**config.mk**
```make
export PLATFORM = sky130hd
export DESIGN_NAME = uart_rx_p
export DESIGN_NICKNAME = d
export VERILOG_FILES = /design/src/rtl/uart_pkg.sv /design/src/rtl/uart_fifo_p.sv /design/src/rtl/uart_rx_p.sv
export SDC_FILE = /design/constraint.sdc
export NUM_CORES = 1
export LEC_CHECK = 0
export BUFFER_PORTS_ARGS = -buffer_cell sky130_fd_sc_hd__buf_2
export CAP_MARGIN = 30
export CORE_MARGIN = 2
export CORE_UTILIZATION = 45
export DETAILED_ROUTE_END_ITERATION = 6
export PLACE_DENSITY = 0.74
export REMOVE_ABC_BUFFERS = 1
export SYNTH_ARGS = -nofsm -noshare
export SYNTH_HDL_FRONTEND = slang
export SYNTH_SLANG_ARGS = --single-unit
```
**constraint.sdc**
```tcl
create_clock -name clk -period 2.95 [get_ports clk]
set_clock_uncertainty 0.2 [all_clocks]
set_input_delay 0.1475 -clock clk [delete_from_list [all_inputs] [get_ports clk]]
set_output_delay 0.1475 -clock clk [all_outputs]
set_load 0.01 [all_outputs]
```
**src/rtl/uart_pkg.sv**
```systemverilog
// uart_pkg: shared encodings for the parametrised UART receiver and its FIFO.
package uart_pkg;
  typedef enum logic [2:0] {
    S_IDLE, S_START, S_DATA, S_PARITY, S_STOP1, S_STOP2, S_PUSH, S_WAIT_IDLE
  } state_e;
  typedef enum logic [1:0] {DB5, DB6, DB7, DB8} data_bits_e;
  typedef enum logic [1:0] {PAR_NONE, PAR_EVEN, PAR_ODD, PAR_NONE2} parity_e;
  localparam int ERR_FRAME  = 0;
  localparam int ERR_PARITY = 1;
  localparam int ERR_BREAK  = 2;
  function automatic logic [2:0] last_bit(input data_bits_e db);
    return {1'b0, db} + 3'd4;
  endfunction
endpackage

```
**src/rtl/uart_fifo_p.sv**
```systemverilog
// uart_fifo_p: first-word-fall-through synchronous FIFO with occupancy count.
module uart_fifo_p #(
  parameter int W     = 11,
  parameter int DEPTH = 16
) (
  input  logic                     clk,
  input  logic                     reset,
  input  logic                     push,
  input  logic [W-1:0]             wdata,
  input  logic                     pop,
  output logic [W-1:0]             rdata,
  output logic                     empty,
  output logic                     full,
  output logic [$clog2(DEPTH):0]   count
);
  localparam int AW = $clog2(DEPTH);
  logic [W-1:0]  mem_q [DEPTH];
  logic [AW-1:0] wptr_q, wptr_d, rptr_q, rptr_d;
  logic [AW:0]   cnt_q, cnt_d;
  logic          wr, rd;
  assign full  = cnt_q == (AW+1)'(DEPTH);
  assign empty = cnt_q == '0;
  assign count = cnt_q;
  assign rdata = empty ? '0 : mem_q[rptr_q];
  // a pop frees the slot the same cycle, so a full FIFO still accepts push+pop
  always_comb begin
    wr     = push & (~full | pop);
    rd     = pop & ~empty;
    wptr_d = wptr_q + AW'(wr);
    rptr_d = rptr_q + AW'(rd);
    cnt_d  = cnt_q + (AW+1)'(wr) - (AW+1)'(rd);
  end
  always_ff @(posedge clk) begin
    if (reset) begin
      wptr_q <= '0;
      rptr_q <= '0;
      cnt_q  <= '0;
    end else begin
      wptr_q <= wptr_d;
      rptr_q <= rptr_d;
      cnt_q  <= cnt_d;
    end
  end
  always_ff @(posedge clk)
    if (wr && !reset) mem_q[wptr_q] <= wdata;
endmodule

```
**src/rtl/uart_rx_p.sv**
```systemverilog
// uart_rx_p: run-time configurable UART receiver with majority-vote sampling and an error-tagged RX FIFO.
module uart_rx_p
  import uart_pkg::*;
#(
  parameter int FIFO_DEPTH = 16,
  parameter int BAUD_W     = 16
) (
  input  logic                          clk,
  input  logic                          reset,
  input  logic                          rx,
  input  logic [BAUD_W-1:0]             baudrate,
  input  logic [1:0]                    cfg_data_bits,
  input  logic [1:0]                    cfg_parity,
  input  logic                          cfg_stop2,
  input  logic                          rx_pop,
  output logic [7:0]                    rx_data,
  output logic [2:0]                    rx_err,
  output logic                          rx_empty,
  output logic                          rx_full,
  output logic [$clog2(FIFO_DEPTH):0]   rx_count,
  output logic                          rx_overrun,
  input  logic                          clr_overrun
);
  localparam logic [BAUD_W-1:0] ONE = 1;
  state_e            state_q, state_d;
  data_bits_e        db_q, db_d;
  parity_e           par_q, par_d;
  logic              s1_q, s2_q;
  logic [2:0]        h_q;
  logic [BAUD_W-1:0] baud_q, baud_d, timer_q, timer_d;
  logic [2:0]        bitcnt_q, bitcnt_d;
  logic [7:0]        data_q, data_d;
  logic              st2_q, st2_d, perr_q, perr_d, ferr_q, ferr_d;
  logic              ones_q, ones_d, ovr_q, ovr_d;
  logic              maj, fall, tick, par_en, sampling, push;
  assign maj      = (h_q[0] & h_q[1]) | (h_q[0] & h_q[2]) | (h_q[1] & h_q[2]);
  assign fall     = h_q[1] & ~s2_q;
  assign tick     = timer_q == '0;
  assign par_en   = par_q == PAR_EVEN || par_q == PAR_ODD;
  assign sampling = state_q != S_IDLE && state_q != S_PUSH && state_q != S_WAIT_IDLE;
  assign rx_overrun = ovr_q;
  always_ff @(posedge clk) begin
    if (reset) begin
      state_q  <= S_IDLE;
      s1_q     <= 1'b1;
      s2_q     <= 1'b1;
      h_q      <= 3'b111;
      baud_q   <= '0;
      timer_q  <= '0;
      db_q     <= DB5;
      par_q    <= PAR_NONE;
      st2_q    <= 1'b0;
      bitcnt_q <= '0;
      data_q   <= '0;
      perr_q   <= 1'b0;
      ferr_q   <= 1'b0;
      ones_q   <= 1'b0;
      ovr_q    <= 1'b0;
    end else begin
      state_q  <= state_d;
      s1_q     <= rx;
      s2_q     <= s1_q;
      h_q      <= {h_q[1:0], s2_q};
      baud_q   <= baud_d;
      timer_q  <= timer_d;
      db_q     <= db_d;
      par_q    <= par_d;
      st2_q    <= st2_d;
      bitcnt_q <= bitcnt_d;
      data_q   <= data_d;
      perr_q   <= perr_d;
      ferr_q   <= ferr_d;
      ones_q   <= ones_d;
      ovr_q    <= ovr_d;
    end
  end
  always_comb begin
    state_d = state_q;
    case (state_q)
      S_IDLE:   state_d = fall ? S_START : S_IDLE;
      S_START:  if (tick) state_d = maj ? S_IDLE : S_DATA;
      S_DATA:   if (tick && bitcnt_q == last_bit(db_q)) state_d = par_en ? S_PARITY : S_STOP1;
      S_PARITY: if (tick) state_d = S_STOP1;
      S_STOP1:  if (tick) state_d = st2_q ? S_STOP2 : S_PUSH;
      S_STOP2:  if (tick) state_d = S_PUSH;
      S_PUSH:   state_d = ferr_q ? S_WAIT_IDLE : S_IDLE;
      default:  state_d = maj ? S_IDLE : S_WAIT_IDLE;
    endcase
  end
  // ones_q records any 1 among data, parity and first stop; its absence marks a break
  always_comb begin
    baud_d   = baud_q;
    timer_d  = timer_q;
    db_d     = db_q;
    par_d    = par_q;
    st2_d    = st2_q;
    bitcnt_d = bitcnt_q;
    data_d   = data_q;
    perr_d   = perr_q;
    ferr_d   = ferr_q;
    ones_d   = ones_q;
    if (state_q == S_IDLE && fall) begin
      baud_d   = baudrate;
      timer_d  = (baudrate >> 1) - ONE;
      db_d     = data_bits_e'(cfg_data_bits);
      par_d    = parity_e'(cfg_parity);
      st2_d    = cfg_stop2;
      bitcnt_d = '0;
      data_d   = '0;
      perr_d   = 1'b0;
      ferr_d   = 1'b0;
      ones_d   = 1'b0;
    end else if (sampling) begin
      timer_d = tick ? baud_q - ONE : timer_q - ONE;
      if (tick) begin
        ones_d = ones_q | (maj & (state_q == S_DATA || state_q == S_PARITY || state_q == S_STOP1));
        if (state_q == S_DATA) begin
          data_d[bitcnt_q] = maj;
          bitcnt_d         = bitcnt_q + 3'd1;
        end
        if (state_q == S_PARITY) perr_d = (^data_q ^ maj) != (par_q == PAR_ODD);
        if (state_q == S_STOP1) ferr_d = ~maj;
        if (state_q == S_STOP2) ferr_d = ferr_q | ~maj;
      end
    end
  end
  always_comb begin
    push  = state_q == S_PUSH;
    ovr_d = (push & rx_full & ~rx_pop) | (ovr_q & ~clr_overrun);
  end
  uart_fifo_p #(.W(11), .DEPTH(FIFO_DEPTH)) u_fifo (
    .clk   (clk),
    .reset (reset),
    .push  (push),
    .wdata ({~ones_q, perr_q, ferr_q, data_q}),
    .pop   (rx_pop),
    .rdata ({rx_err, rx_data}),
    .empty (rx_empty),
    .full  (rx_full),
    .count (rx_count)
  );
endmodule

```
==> metrics.txt <==
status finished, violations left; failing checks setup timing; CP Max Fanout 7; post-route setup slack -0.0192 ns; Finished Core Util 54.9%; Reg clk slew, reported paths 0.06 ns; PwrDens around 850 nW/um2; Hold Violations, Final 0; routing usage on met1 24.0%; GRT Max-Usage Layer met2; critical path startpoint category flop; synthesis warning total 0; flops & latches, synth 249; count leader, synth edfxtp_1; met3 Use GR 3.25%; initial antenna violation count 1; Seq pwr share 38.0%; Tcrit/Tclk final 101%; Final ANT Viol Nets 0; Root Driver clkbuf_16; Lkg Pwr 4.44 nW; Power Total approximately 11 mW; Ports 45; fraction of registers with async set/reset 0%; largest net degree at the start of global routing 63; GRT overflow 0; max_cap viols 0; fraction of layout cells with a size suffix above 1 between 20% and 30%; Cell variety after synth 61; Synth Instances roughly 740; WP data required 3.18 ns; hold path depth 3; Comb pwr share 32.7%; gr usage total 18.7%; worst hold path endpoint u_fifo.rptr_q[3]$_SDFF_PP0_; Switch Pwr between 3 and 4 mW; mapped cell area 10600 um2; Mean Syn Cell Area roughly 14 um2; Placed Cells 1119; Finish-stage setup viols 1; Net count, final 897; clock sink count 249; grt met2 use 32.5%; Net Sw Frac roughly 30%; Max Slew Vio Count 0; hold path start reset; WS Path Type flop to flop; worst min-delay path class primary input to flop; reg2reg path depth 8; PortBufs 44; Initial Util 45.5%; Post-synth EDFFs 176; core area 23300 um2; Clock Power Share 29.3%; final wirelength 23200 um; worst-margin pin slew 0.812 ns; worst-case clock buffer depth 3; Critical Path End Type flop; Finished Layout Cells 1195; Area growth syn-to-layout 20.5%; drt drc 0; Fillers about 1900; number of diodes 0; Pint 7.50 mW; r2r startpoint state_q[2]$_SDFFE_PP0P_; die width approximately 160 um; vias per cell 5.47; DR iter-0 viols 528; area leader, netlist edfxtp_1; clock period minus final worst setup slack 2.97 ns; register area share after synthesis 63.7%; WL/cell 19.4 um; share of the synthesized area in the top cell type 49.9%; Slew Limit Headroom between 40% and 50%; Reg-to-Reg End timer_q[14]$_SDFFE_PP0P_; reg-to-reg slack, setup -0.02 ns; Vias 6536; Inserted Clock Buffers 26; # rows 56; vias in the first global route approximately 6500; leading cell types by count after synthesis edfxtp_1, dfxtp_1, nor2_1; ranking of synthesized cells by area edfxtp_1, dfxtp_1, mux4_2; drt pass-1 iters 4; Die Ht between 150 and 200 um; Main synth FF type edfxtp_1; CP Data Arrival Time approximately 3.2 ns; hpwl dp 14400 um; first-pass GRT wire length 35300 um; VDD IR max 0.622 mV; CTS tree done; RSZ-0062 raised after global routing yes; worst skew pair latency 0.52 ns; die area 24800 um2; Highest Clock Rate approximately 340 MHz; H-tree depth 1; Placer Congestion 0.870
[through the flow]
| stage | setup WS [ns] | setup TNS (ns) | hold slack [ns] | area, um2 |
|---|---|---|---|---|
| final | -0.0192 | -0.0192 | 0.0265 | 12800 |
| after floorplan | -1.24 | -32.30 | 0.0142 | 10400 |
| after CTS | -0.00995 | -0.00995 | 0.0119 | 12700 |
| after global routing | -0.114 | -0.302 | 0.0610 | 12800 |
| after detailed placement | -0.0566 | -0.0812 | 0.142 | 11600 |
| after global placement | 0.0257 | 0 | 0.142 | 11600 |
[final cells by class]
class                   instances  area (um2)  share of cell area [%]
flip-flops and latches        249        6750                    52.9
multi-input cells             434        3660                    28.7
repair buffers                131        1060                    8.31
clock buffers                  32         703                    5.51
well taps                     319         399                    3.13
clock inverters                15         136                    1.07
inverters                      15        56.3                   0.441
[flip-flops by register name (all words and copies together) (netlist names), 3 cells and up]
name / count
baud_q: 16
bitcnt_q: 3
data_q: 8
h_q: 3
state_q: 3
timer_q: 16
u_fifo.count: 5
u_fifo.mem_q: 176
u_fifo.rptr_q: 4
u_fifo.wptr_q: 4
[power by group through the flow]
stage               Combinational (mW)  Sequential, mW  Clock (mW)
floorplan                         2.06            4.26           0
global placement                  3.32            4.15           0
detailed placement                3.39            4.16           0
CTS                               3.44            4.09        3.22
global route                      3.88            4.13        3.37
finish                            3.53            4.11        3.17
[worst max-delay path by stage]
stage | from | endpoint | slack, ns | cells after the start
6_report | state_q[2]$_SDFFE_PP0P_ | timer_q[14]$_SDFFE_PP0P_ | -0.02 | 8
5_1_grt | state_q[2]$_SDFFE_PP0P_ | timer_q[14]$_SDFFE_PP0P_ | -0.11 | 8
4_1_cts | state_q[2]$_SDFFE_PP0P_ | timer_q[14]$_SDFFE_PP0P_ | -0.01 | 8
3_5_place_dp | state_q[2]$_SDFFE_PP0P_ | timer_q[10]$_SDFFE_PP0P_ | -0.06 | 8
3_3_place_gp | state_q[2]$_SDFFE_PP0P_ | timer_q[14]$_SDFFE_PP0P_ | 0.03 | 8
2_1_floorplan | state_q[0]$_SDFFE_PP0P_ | timer_q[10]$_SDFFE_PP0P_ | -1.24 | 8
[cells in the final DEF, fill, tap and decap left out, types with 13 or more instances in the layout]
cell	Yosys	routed
dlygate4sd3_1	0	25
nor2_1	67	66
buf_4	0	51
edfxtp_1	176	176
o21ai_0	18	17
inv_1	15	15
nand2_1	55	55
buf_2	2	44
a21oi_1	43	42
xnor2_1	13	13
nor2b_1	21	20
dfxtp_1	73	71
clkbuf_16	0	27
mux4_2	55	55
[what timing repair did]
action,4_1_cts,5_1_grt
hold endpoints to repair,29,1
setup endpoints to repair,3,9
setup buffers,2,1
resized for setup,3,10
pin swaps,2,2
gates cloned,0,1
hold buffers,24,1
[critical path, cell delays in order, from the launching register on]
cell      delay, ns
dfxtp_1        0.31
or4b_4         0.58
or2_4          0.29
buf_12         0.14
o41ai_4        0.24
o211ai_2       0.14
or2_1          0.23
or4_1          0.50
a311oi_1       0.25
[kinds of logic after synthesis]
| group | synth area share (%) |
|---|---|
| and+or+nand+nor | 10.0 |
| AOI/OAI and AO/OA | 7.03 |
| adders and majority gates | 1.82 |
| DFF | 63.7 |
| xor gates and xnor gates | 1.90 |
| buffers and inverters | 2.36 |
| muxes | 13.2 |
[metal layers]
layer  wire length (um)  vias up  part of all wire [%]
met4                627        2                   2.7
met2              11600      219                    50
met5                 13        -                 0.056
li1                   -     3050                     -
met3               1350       44                   5.8
met1               9620     3221                    42
Power figures use the tool's default switching activity.
